$ cat config.mk
export PLATFORM = sky130hd
export DESIGN_NAME = pkt_seq
export DESIGN_NICKNAME = d
export VERILOG_FILES = /design/src/rtl/ravenoc_pkg.sv /design/src/rtl/skid_buffer.sv /design/src/rtl/pkt_seq.sv
export SDC_FILE = /design/constraint.sdc
export NUM_CORES = 1
export LEC_CHECK = 0
export CORE_UTILIZATION = 57
export CTS_CLUSTER_SIZE = 24
export DETAILED_ROUTE_END_ITERATION = 12
export PLACE_DENSITY = 0.87
export SLEW_MARGIN = 30
export SYNTH_ARGS = -nofsm -noshare
export SYNTH_HDL_FRONTEND = slang
export SYNTH_SLANG_ARGS = --single-unit
export TNS_END_PERCENT = 50
$ cat constraint.sdc
create_clock -name clk_axi -period 2.8 [get_ports clk_axi]
set_input_delay 0.28 -clock clk_axi [delete_from_list [all_inputs] [get_ports clk_axi]]
set_output_delay 0.28 -clock clk_axi [all_outputs]
set_load 0.03 [all_outputs]
$ cat src/rtl/ravenoc_pkg.sv
// Shared types and sizes for the NoC transmit path.
// Holds the packet request/response structs and the pkt_seq FSM encoding.
`ifndef AUTO_ADD_PKT_SZ
`define AUTO_ADD_PKT_SZ 1
`endif

package ravenoc_pkg;

    localparam int FlitDataWidth = 32;
    localparam int PktWidth      = 8;
    localparam int PktPosWidth   = 32;
    localparam int NumVirtChn    = 4;
    localparam int VcWidth       = $clog2(NumVirtChn);

    typedef enum logic {
        IDLE,
        PAYLOAD
    } pkt_seq_st_t;

    typedef struct packed {
        logic                     valid;
        logic                     req_new;
        logic                     req_last;
        logic [FlitDataWidth-1:0] flit_data_width;
        logic [PktWidth-1:0]      pkt_sz;
        logic [VcWidth-1:0]       vc_id;
    } s_pkt_out_req_t;

    typedef struct packed {
        logic ready;
    } s_pkt_out_resp_t;

    // A zero length on a head beat still carries that beat, so it is a 1-flit packet.
    function automatic logic [PktWidth-1:0] norm_sz(input logic [PktWidth-1:0] raw);
        return (raw == '0) ? PktWidth'(1) : raw;
    endfunction

endpackage

$ cat src/rtl/skid_buffer.sv
// Generic 2-entry valid/ready register slice (main + skid register).
// Ports: in_* upstream side (in_ready_o is registered), out_* downstream side.
module skid_buffer #(
    parameter int WIDTH = 8
) (
    input  logic             clk,
    input  logic             rst,
    input  logic             in_valid_i,
    input  logic [WIDTH-1:0] in_data_i,
    output logic             in_ready_o,
    output logic             out_valid_o,
    output logic [WIDTH-1:0] out_data_o,
    input  logic             out_ready_i
);

    logic             main_valid_q, main_valid_d;
    logic [WIDTH-1:0] main_data_q, main_data_d;
    logic             skid_valid_q, skid_valid_d;
    logic [WIDTH-1:0] skid_data_q, skid_data_d;
    logic             push;
    logic             pop;

    always_comb begin
        push         = in_valid_i & ~skid_valid_q;
        pop          = main_valid_q & out_ready_i;
        main_valid_d = main_valid_q;
        main_data_d  = main_data_q;
        skid_valid_d = skid_valid_q;
        skid_data_d  = skid_data_q;
        if (skid_valid_q) begin
            // Upstream is stalled; only draining skid into main can happen.
            if (pop) begin
                main_data_d  = skid_data_q;
                skid_valid_d = 1'b0;
            end
        end else if (push) begin
            if (!main_valid_q || pop) begin
                main_valid_d = 1'b1;
                main_data_d  = in_data_i;
            end else begin
                skid_valid_d = 1'b1;
                skid_data_d  = in_data_i;
            end
        end else if (pop) begin
            main_valid_d = 1'b0;
        end
    end

    always_ff @(posedge clk) begin
        if (rst) begin
            main_valid_q <= 1'b0;
            main_data_q  <= '0;
            skid_valid_q <= 1'b0;
            skid_data_q  <= '0;
        end else begin
            main_valid_q <= main_valid_d;
            main_data_q  <= main_data_d;
            skid_valid_q <= skid_valid_d;
            skid_data_q  <= skid_data_d;
        end
    end

    assign in_ready_o  = ~skid_valid_q;
    assign out_valid_o = main_valid_q;
    assign out_data_o  = main_data_q;

endmodule

$ cat src/rtl/pkt_seq.sv
// Transmit packet sequencer: tags beats new/body/last, locks VC per packet.
// Ports: beat_* upstream stream, pkt_out_* to packet processor, busy_o / pkt_done_o status.
`ifndef AUTO_ADD_PKT_SZ
`define AUTO_ADD_PKT_SZ 1
`endif

module pkt_seq
    import ravenoc_pkg::*;
#(
    parameter int AUTO_SZ = `AUTO_ADD_PKT_SZ
) (
    input  logic                     clk_axi,
    input  logic                     arst_axi,
    input  logic                     beat_valid_i,
    input  logic [FlitDataWidth-1:0] beat_data_i,
    input  logic [VcWidth-1:0]       beat_vc_i,
    input  logic [PktWidth-1:0]      pkt_sz_i,
    output logic                     beat_ready_o,
    output s_pkt_out_req_t           pkt_out_req_o,
    input  s_pkt_out_resp_t          pkt_out_resp_i,
    output logic                     busy_o,
    output logic                     pkt_done_o
);

    localparam int ReqW = $bits(s_pkt_out_req_t);
    localparam logic [PktWidth-1:0] OneSz = PktWidth'(1);

    pkt_seq_st_t         state_q, state_d;
    logic [PktWidth-1:0] rem_q, rem_d;
    logic [PktWidth-1:0] sz_q, sz_d;
    logic [VcWidth-1:0]  vc_q, vc_d;
    logic                done_q, done_d;

    logic                accept;
    logic [PktWidth-1:0] head_sz;
    s_pkt_out_req_t      req_in;
    s_pkt_out_req_t      buf_req;
    logic [ReqW-1:0]     buf_data;
    logic                buf_valid;

    assign accept  = beat_valid_i & beat_ready_o;
    assign head_sz = norm_sz((AUTO_SZ != 0) ? pkt_sz_i
                                            : beat_data_i[PktPosWidth-1 -: PktWidth]);

    // State register
    always_ff @(posedge clk_axi) begin
        if (arst_axi) begin
            state_q <= IDLE;
            rem_q   <= '0;
            sz_q    <= '0;
            vc_q    <= '0;
            done_q  <= 1'b0;
        end else begin
            state_q <= state_d;
            rem_q   <= rem_d;
            sz_q    <= sz_d;
            vc_q    <= vc_d;
            done_q  <= done_d;
        end
    end

    // Next state: advances on upstream accept only
    always_comb begin
        state_d = state_q;
        rem_d   = rem_q;
        sz_d    = sz_q;
        vc_d    = vc_q;
        done_d  = buf_valid & pkt_out_resp_i.ready & buf_req.req_last;
        unique case (state_q)
            IDLE: begin
                if (accept) begin
                    vc_d  = beat_vc_i;
                    sz_d  = head_sz;
                    rem_d = head_sz - OneSz;
                    if (head_sz != OneSz) begin
                        state_d = PAYLOAD;
                    end
                end
            end
            PAYLOAD: begin
                if (accept) begin
                    rem_d = rem_q - OneSz;
                    if (rem_q == OneSz) begin
                        state_d = IDLE;
                    end
                end
            end
            default: state_d = IDLE;
        endcase
    end

    // Output: build the request word for the current beat
    always_comb begin
        req_in                 = '0;
        req_in.valid           = 1'b1;
        req_in.flit_data_width = beat_data_i;
        if (state_q == IDLE) begin
            req_in.req_new  = 1'b1;
            req_in.req_last = (head_sz == OneSz);
            req_in.pkt_sz   = head_sz;
            req_in.vc_id    = beat_vc_i;
        end else begin
            req_in.req_new  = 1'b0;
            req_in.req_last = (rem_q == OneSz);
            req_in.pkt_sz   = sz_q;
            req_in.vc_id    = vc_q;
        end
    end

    skid_buffer #(
        .WIDTH(ReqW)
    ) u_skid (
        .clk        (clk_axi),
        .rst        (arst_axi),
        .in_valid_i (beat_valid_i),
        .in_data_i  (req_in),
        .in_ready_o (beat_ready_o),
        .out_valid_o(buf_valid),
        .out_data_o (buf_data),
        .out_ready_i(pkt_out_resp_i.ready)
    );

    assign buf_req       = s_pkt_out_req_t'(buf_data);
    assign pkt_out_req_o = buf_valid ? buf_req : '0;
    assign busy_o        = (state_q == PAYLOAD);
    assign pkt_done_o    = done_q;

endmodule

==> results.sh, run 1 <==
export IMPL_cts_sinks=112
export IMPL_clk_pin_slew_ns=0.10
export IMPL_antenna_found_initial=0
export IMPL_root_buffer="clkbuf_8"
export IMPL_syn_inst=612
export IMPL_slew_violations=0
export IMPL_min_path_type="input port to flip-flop"
export IMPL_cts_path_max_buffers=2
export IMPL_cts_buffers=9
export IMPL_path_delay_family="flip-flops"
export IMPL_boundaryPins=94
export IMPL_path_max_fanout=21
export IMPL_core_area_mm2=0.008763
export IMPL_min_period_ns=2.368
export IMPL_vias=4514
export IMPL_powerDensity_mw_per_mm2=524.7
export IMPL_drive_gt1_frac=0.06706
export IMPL_final_nets=732
export IMPL_synthTopCellsByArea="dfxtp_1 43%, mux2i_1 10%, nand2_1 7.5%, and2_1 5.7%, a211oi_1 5.4%"
export IMPL_fp_dieW_um=97.30
export IMPL_n_antenna_cell=0
export IMPL_synth_warnings=0
export IMPL_hold_viol=0
export IMPL_start_kind="flip-flop"
export IMPL_syn_area_per_cell_um2=8.458
export IMPL_viasPerCell=5.685
export IMPL_drt_pass1_iterations=5
export IMPL_crit_chain="clkdlybuf4s50_1"
export IMPL_path_class="flip-flop to primary output"
export IMPL_worst_path_largest_cell_delay_ns=0.90
export IMPL_place_hpwl_um=8198
export IMPL_reg2reg_slack_ns=0.57
export IMPL_cap_violations=0
export IMPL_arrival_ns=2.09
export IMPL_tightest_slew_ns=0.8659
export IMPL_peakVddDrop_mv=0.3834
export IMPL_postCtsSetupRepairBufs=0
export IMPL_wl_um=11810
export IMPL_worstSkewPairLatency_ns=0.37
export IMPL_ctsHoldBuffers=0
export IMPL_grt_pass1_wl_um=20000
export IMPL_crit_path_top_delay_cell="dfxtp_1"
export IMPL_setup_viol=0
export IMPL_crit_buf_inv=1
export IMPL_cts_htree_levels=3
export IMPL_async_flop_share=0
export IMPL_drt_iter0_drc=295
export IMPL_yosysUniqueCellTypes=47
export IMPL_ys_ff_latch=112
export IMPL_period_share=0.8456
export IMPL_fp_dieArea_mm2=0.009466
export IMPL_skew_ns=0.01935
export IMPL_synth_top_area_frac=0.4332
export IMPL_status="finished clean"
export IMPL_ctsResizeCount=0
export IMPL_postRouteAntennaNets=0
export IMPL_start_util=0.5907
export IMPL_yosysSeqAreaShare=0.4332
export IMPL_cts_tree="yes"
export IMPL_die_h_um=97.30
export IMPL_syn_to_final_growth_pct=21.59
export IMPL_port_buffers=93
export IMPL_fill_cells=674
export IMPL_rows=34
export IMPL_gp_congestion=0.8753
export IMPL_wl_per_cell_um=14.87
export IMPL_grt_max_degree=61
export IMPL_synth_edf_count=0
export IMPL_slew_headroom=0.4220
export IMPL_grtUsageTotal=0.2545
export IMPL_first_global_vias=4270
export IMPL_worstSetupEndpointType="primary output"
export IMPL_syn_nets=662
export IMPL_gr_total_overflow=0
export IMPL_rsz0062_at_grt="no"
export IMPL_synth_area_mm2=0.005176
export IMPL_leakagePower_nw=2.234
export IMPL_ys_flop_type="dfxtp_1"
export IMPL_power_total_mw=3.302
export IMPL_worstPathRequired_ns=2.52
export IMPL_synth_top_area_cell="dfxtp_1"
export IMPL_clock_fmax_mhz=422.3
export IMPL_fin_setup_tns_ns=0
export IMPL_drc_errors=0
==> stage by stage <==
| step | utilization | instances | setup slack [ns] | cell area, um2 | hold slack [ns] |
|---|---|---|---|---|---|
| after global placement | 0.6987 | 779 | 0.4296 | 6123 | 0.4402 |
| after detailed placement | 0.6987 | 779 | 0.3433 | 6123 | 0.4467 |
| after CTS | 0.7182 | 794 | 0.4603 | 6294 | 0.3962 |
| after floorplan | - | 612 | 1.139 | 5176 | 0.3801 |
| final | 0.7182 | 794 | 0.4322 | 6294 | 0.3910 |
| after global routing | 0.7182 | 794 | 0.4012 | 6294 | 0.4144 |
==> synth_stat cells (3+ instances only) <==
master	count
buf_1	3
and2_1	47
nor3_1	11
nor2_1	67
mux2i_1	52
buf_2	15
inv_1	9
ha_1	4
a21oi_1	51
nand2b_1	4
buf_4	7
a211oi_2	8
clkbuf_1	22
o21ai_0	16
nand2_1	103
a211oi_1	37
dfxtp_1	112
a31oi_1	3
==> area by class of cell <==
class | instances | area (um2) | area share
clock buffers | 10 | 127.6 | 0.02028
well taps | 108 | 135.1 | 0.02147
inverters | 10 | 37.54 | 0.005964
multi-input cells | 441 | 2654 | 0.4217
repair buffers | 108 | 1054 | 0.1674
flip-flops and latches | 112 | 2243 | 0.3565
clock inverters | 5 | 42.54 | 0.006759
==> report_power, final <==
group	total, mW	internal (mW)	switching [mW]
registers	1.77	1.70	0.0756
logic	0.652	0.288	0.364
clock network	0.876	0.327	0.549
==> placed cells by master (no fill, tap or decap), drive strengths merged, types with 4 or more instances in the layout <==
| cell | synthesis | routed |
|---|---|---|
| ha | 4 | 4 |
| and2 | 47 | 47 |
| clkdlybuf4s50 | 0 | 92 |
| dfxtp | 112 | 112 |
| nor2 | 67 | 67 |
| a21oi | 52 | 52 |
| mux2i | 52 | 52 |
| o21ai | 16 | 16 |
| buf | 27 | 16 |
| clkbuf | 22 | 10 |
| nor3 | 11 | 11 |
| nand2b | 5 | 5 |
| inv | 9 | 10 |
| nand2 | 103 | 103 |
| a211oi | 45 | 45 |
==> worst paths after layout <==
path	endpoint	cells after the start	from
min	rem_q[2]	2	arst_axi
max	busy_o	1	busy_o
max reg2reg	u_skid.out_data_o[42]	4	busy_o
min reg2reg	u_skid.skid_data_q[31]	2	u_skid.skid_data_q[31]
==> state kept, by name, summed over array words and instances (netlist names) <==
signal,flops
busy_o,1
pkt_done_o,1
u_skid.out_valid_o,1
u_skid.skid_valid_q,1
u_skid.skid_data_q,45
vc_q,2
sz_q,8
u_skid.out_data_o,45
rem_q,8
==> routing by layer <==
layer | GRT usage | routed length, um | vias to the layer above | share of wire
met2 | 0.4366 | 5842 | 133 | 0.49
met1 | 0.3297 | 5134 | 2123 | 0.43
met3 | 0.03309 | 558 | 28 | 0.047
li1 | - | - | 2230 | -
met4 | 0.08937 | 274 | 0 | 0.023
met5 | 0 | 0 | - | 0
==> cell families after synthesis <==
logic type,count (synthesis),synth area share
AND/OR/NAND/NOR,248,0.2219
AO/OA/AOI/OAI,132,0.1714
flip-flops,112,0.4332
buffers and inverters,59,0.05439
multiplexers,53,0.1027
XOR/XNOR,4,0.006769
adder cells (fa/ha/maj),4,0.009669
No activity file was read; power rests on OpenSTA's default activity.
==> inputs of run 2 (changes only) <==
CORE_UTILIZATION = 53   (was 57)
PLACE_DENSITY = 0.82   (was 0.87)
clock period = 2.2 ns   (was 2.8 ns; I/O delays follow)
==> results.sh, run 2 (synthesis results as in run 1) <==
export IMPL_core_area_mm2=0.009371
export IMPL_wl_um=11990
export IMPL_leakagePower_nw=2.412
export IMPL_cts_buffers=9
export IMPL_power_total_mw=4.415
export IMPL_powerDensity_mw_per_mm2=693.1
export IMPL_skew_ns=0.01552
export IMPL_crit_path_top_delay_cell="clkdlybuf4s50_1"
export IMPL_tightest_slew_ns=0.5606
export IMPL_met1_length_um=5436
export IMPL_pre_cts_ws_ns=-0.005526
export IMPL_clk_pin_slew_ns=0.11
export IMPL_drt_iter0_drc=246
export IMPL_place_hpwl_um=8292
export IMPL_start_util=0.5523
export IMPL_utilization=0.6797
export IMPL_postCtsSetupRepairBufs=0
export IMPL_cts_htree_levels=3
export IMPL_grtUsageTotal=0.2391
export IMPL_gp_congestion=0.9069
export IMPL_n_antenna_cell=0
export IMPL_cts_path_max_buffers=2
export IMPL_cts_sinks=112
export IMPL_setup_viol=0
export IMPL_wl_per_cell_um=14.52
export IMPL_slew_headroom=0.6258
export IMPL_layout_common_cells="111 x dfxtp_1, 103 x nand2_1, 67 x nor2_1, 67 x buf_4, 52 x mux2i_1"
export IMPL_die_h_um=100.8
export IMPL_vias=4490
export IMPL_drive_gt1_frac=0.1478
export IMPL_dr_max_layer_used="met4"
export IMPL_met3_length_um=508
export IMPL_drc_errors=0
export IMPL_antenna_found_initial=0
export IMPL_worstPathRequired_ns=1.98
export IMPL_fin_ws_ns=0.1516
export IMPL_grt_pass1_wl_um=19230
export IMPL_dr_wl_met2_um=5875
export IMPL_viasPerCell=5.436
export IMPL_ctsResizeCount=0
export IMPL_status="finished clean"
export IMPL_path_delay_family="buffers and inverters"
export IMPL_root_buffer="clkbuf_8"
export IMPL_path_class="flip-flop to primary output"
export IMPL_arrival_ns=1.83
export IMPL_crit_buf_inv=1
export IMPL_peakVddDrop_mv=0.3414
export IMPL_start_kind="flip-flop"
export IMPL_final_common_cell="dfxtp_1"
export IMPL_period_share=0.9311
export IMPL_fp_dieW_um=100.8
export IMPL_postRouteAntennaNets=0
export IMPL_worst_path_largest_cell_delay_ns=0.78
export IMPL_cts_tree="yes"
export IMPL_fp_dieArea_mm2=0.01017
export IMPL_hold_viol=0
export IMPL_slew_violations=0
export IMPL_rows=35
export IMPL_crit_chain="clkdlybuf4s50_1"
export IMPL_grt_max_degree=51
export IMPL_final_nets=742
export IMPL_syn_to_final_growth_pct=23.06
export IMPL_drt_pass1_iterations=5
export IMPL_first_global_vias=4044
export IMPL_port_buffers=93
export IMPL_worstSkewPairLatency_ns=0.37
export IMPL_cap_violations=0
export IMPL_boundaryPins=94
export IMPL_worstSetupEndpointType="primary output"
export IMPL_min_period_ns=2.048
export IMPL_rsz0062_at_grt="no"
export IMPL_clock_fmax_mhz=488.2
export IMPL_min_path_type="input port to flip-flop"
export IMPL_ctsHoldBuffers=0
export IMPL_path_max_fanout=15
export IMPL_gr_total_overflow=0
## run 2: layout make-up
type / instances / area (um2)
Fill cell: 780 / 3002
Clock inverter: 7 / 96.34
Tap cell: 129 / 161.4
Inverter: 10 / 37.54
Sequential cell: 112 / 2243
Timing Repair Buffer: 118 / 1054
Clock buffer: 9 / 123.9
Multi-Input combinational cell: 441 / 2654
## run 2: final timing paths
path	from	endpoint	slack (ns)	depth (start not counted)
min reg2reg	u_skid.skid_data_q[44]	u_skid.skid_data_q[44]	0.46	2
min	arst_axi	rem_q[2]	0.28	2
max reg2reg	busy_o	u_skid.out_data_o[42]	0.25	4
max	busy_o	busy_o	0.15	1
## run 2: power breakdown
| group | leakage (nW) | switching (mW) | internal [mW] |
|---|---|---|---|
| clock network | 0.109 | 0.755 | 0.564 |
| logic | 1.39 | 0.472 | 0.373 |
| registers | 0.918 | 0.0893 | 2.16 |
## run 2: metal layers
layer  track usage  vias to the layer above
met5             0                        -
met4       0.08138                        0
met3       0.03121                       13
met2        0.4041                      125
met1        0.3154                     2105
li1              -                     2247
## run 2: per-stage QoR
step	cells	setup TNS, ns	area (um2)	hold slack [ns]
floorplan	612	0	5176	0.3201
CTS	826	0	6370	0.2643
detailed placement	810	-0.005526	6150	0.4471
global route	826	0	6370	0.2780
global placement	810	0	6150	0.4403
finish	826	0	6370	0.2752
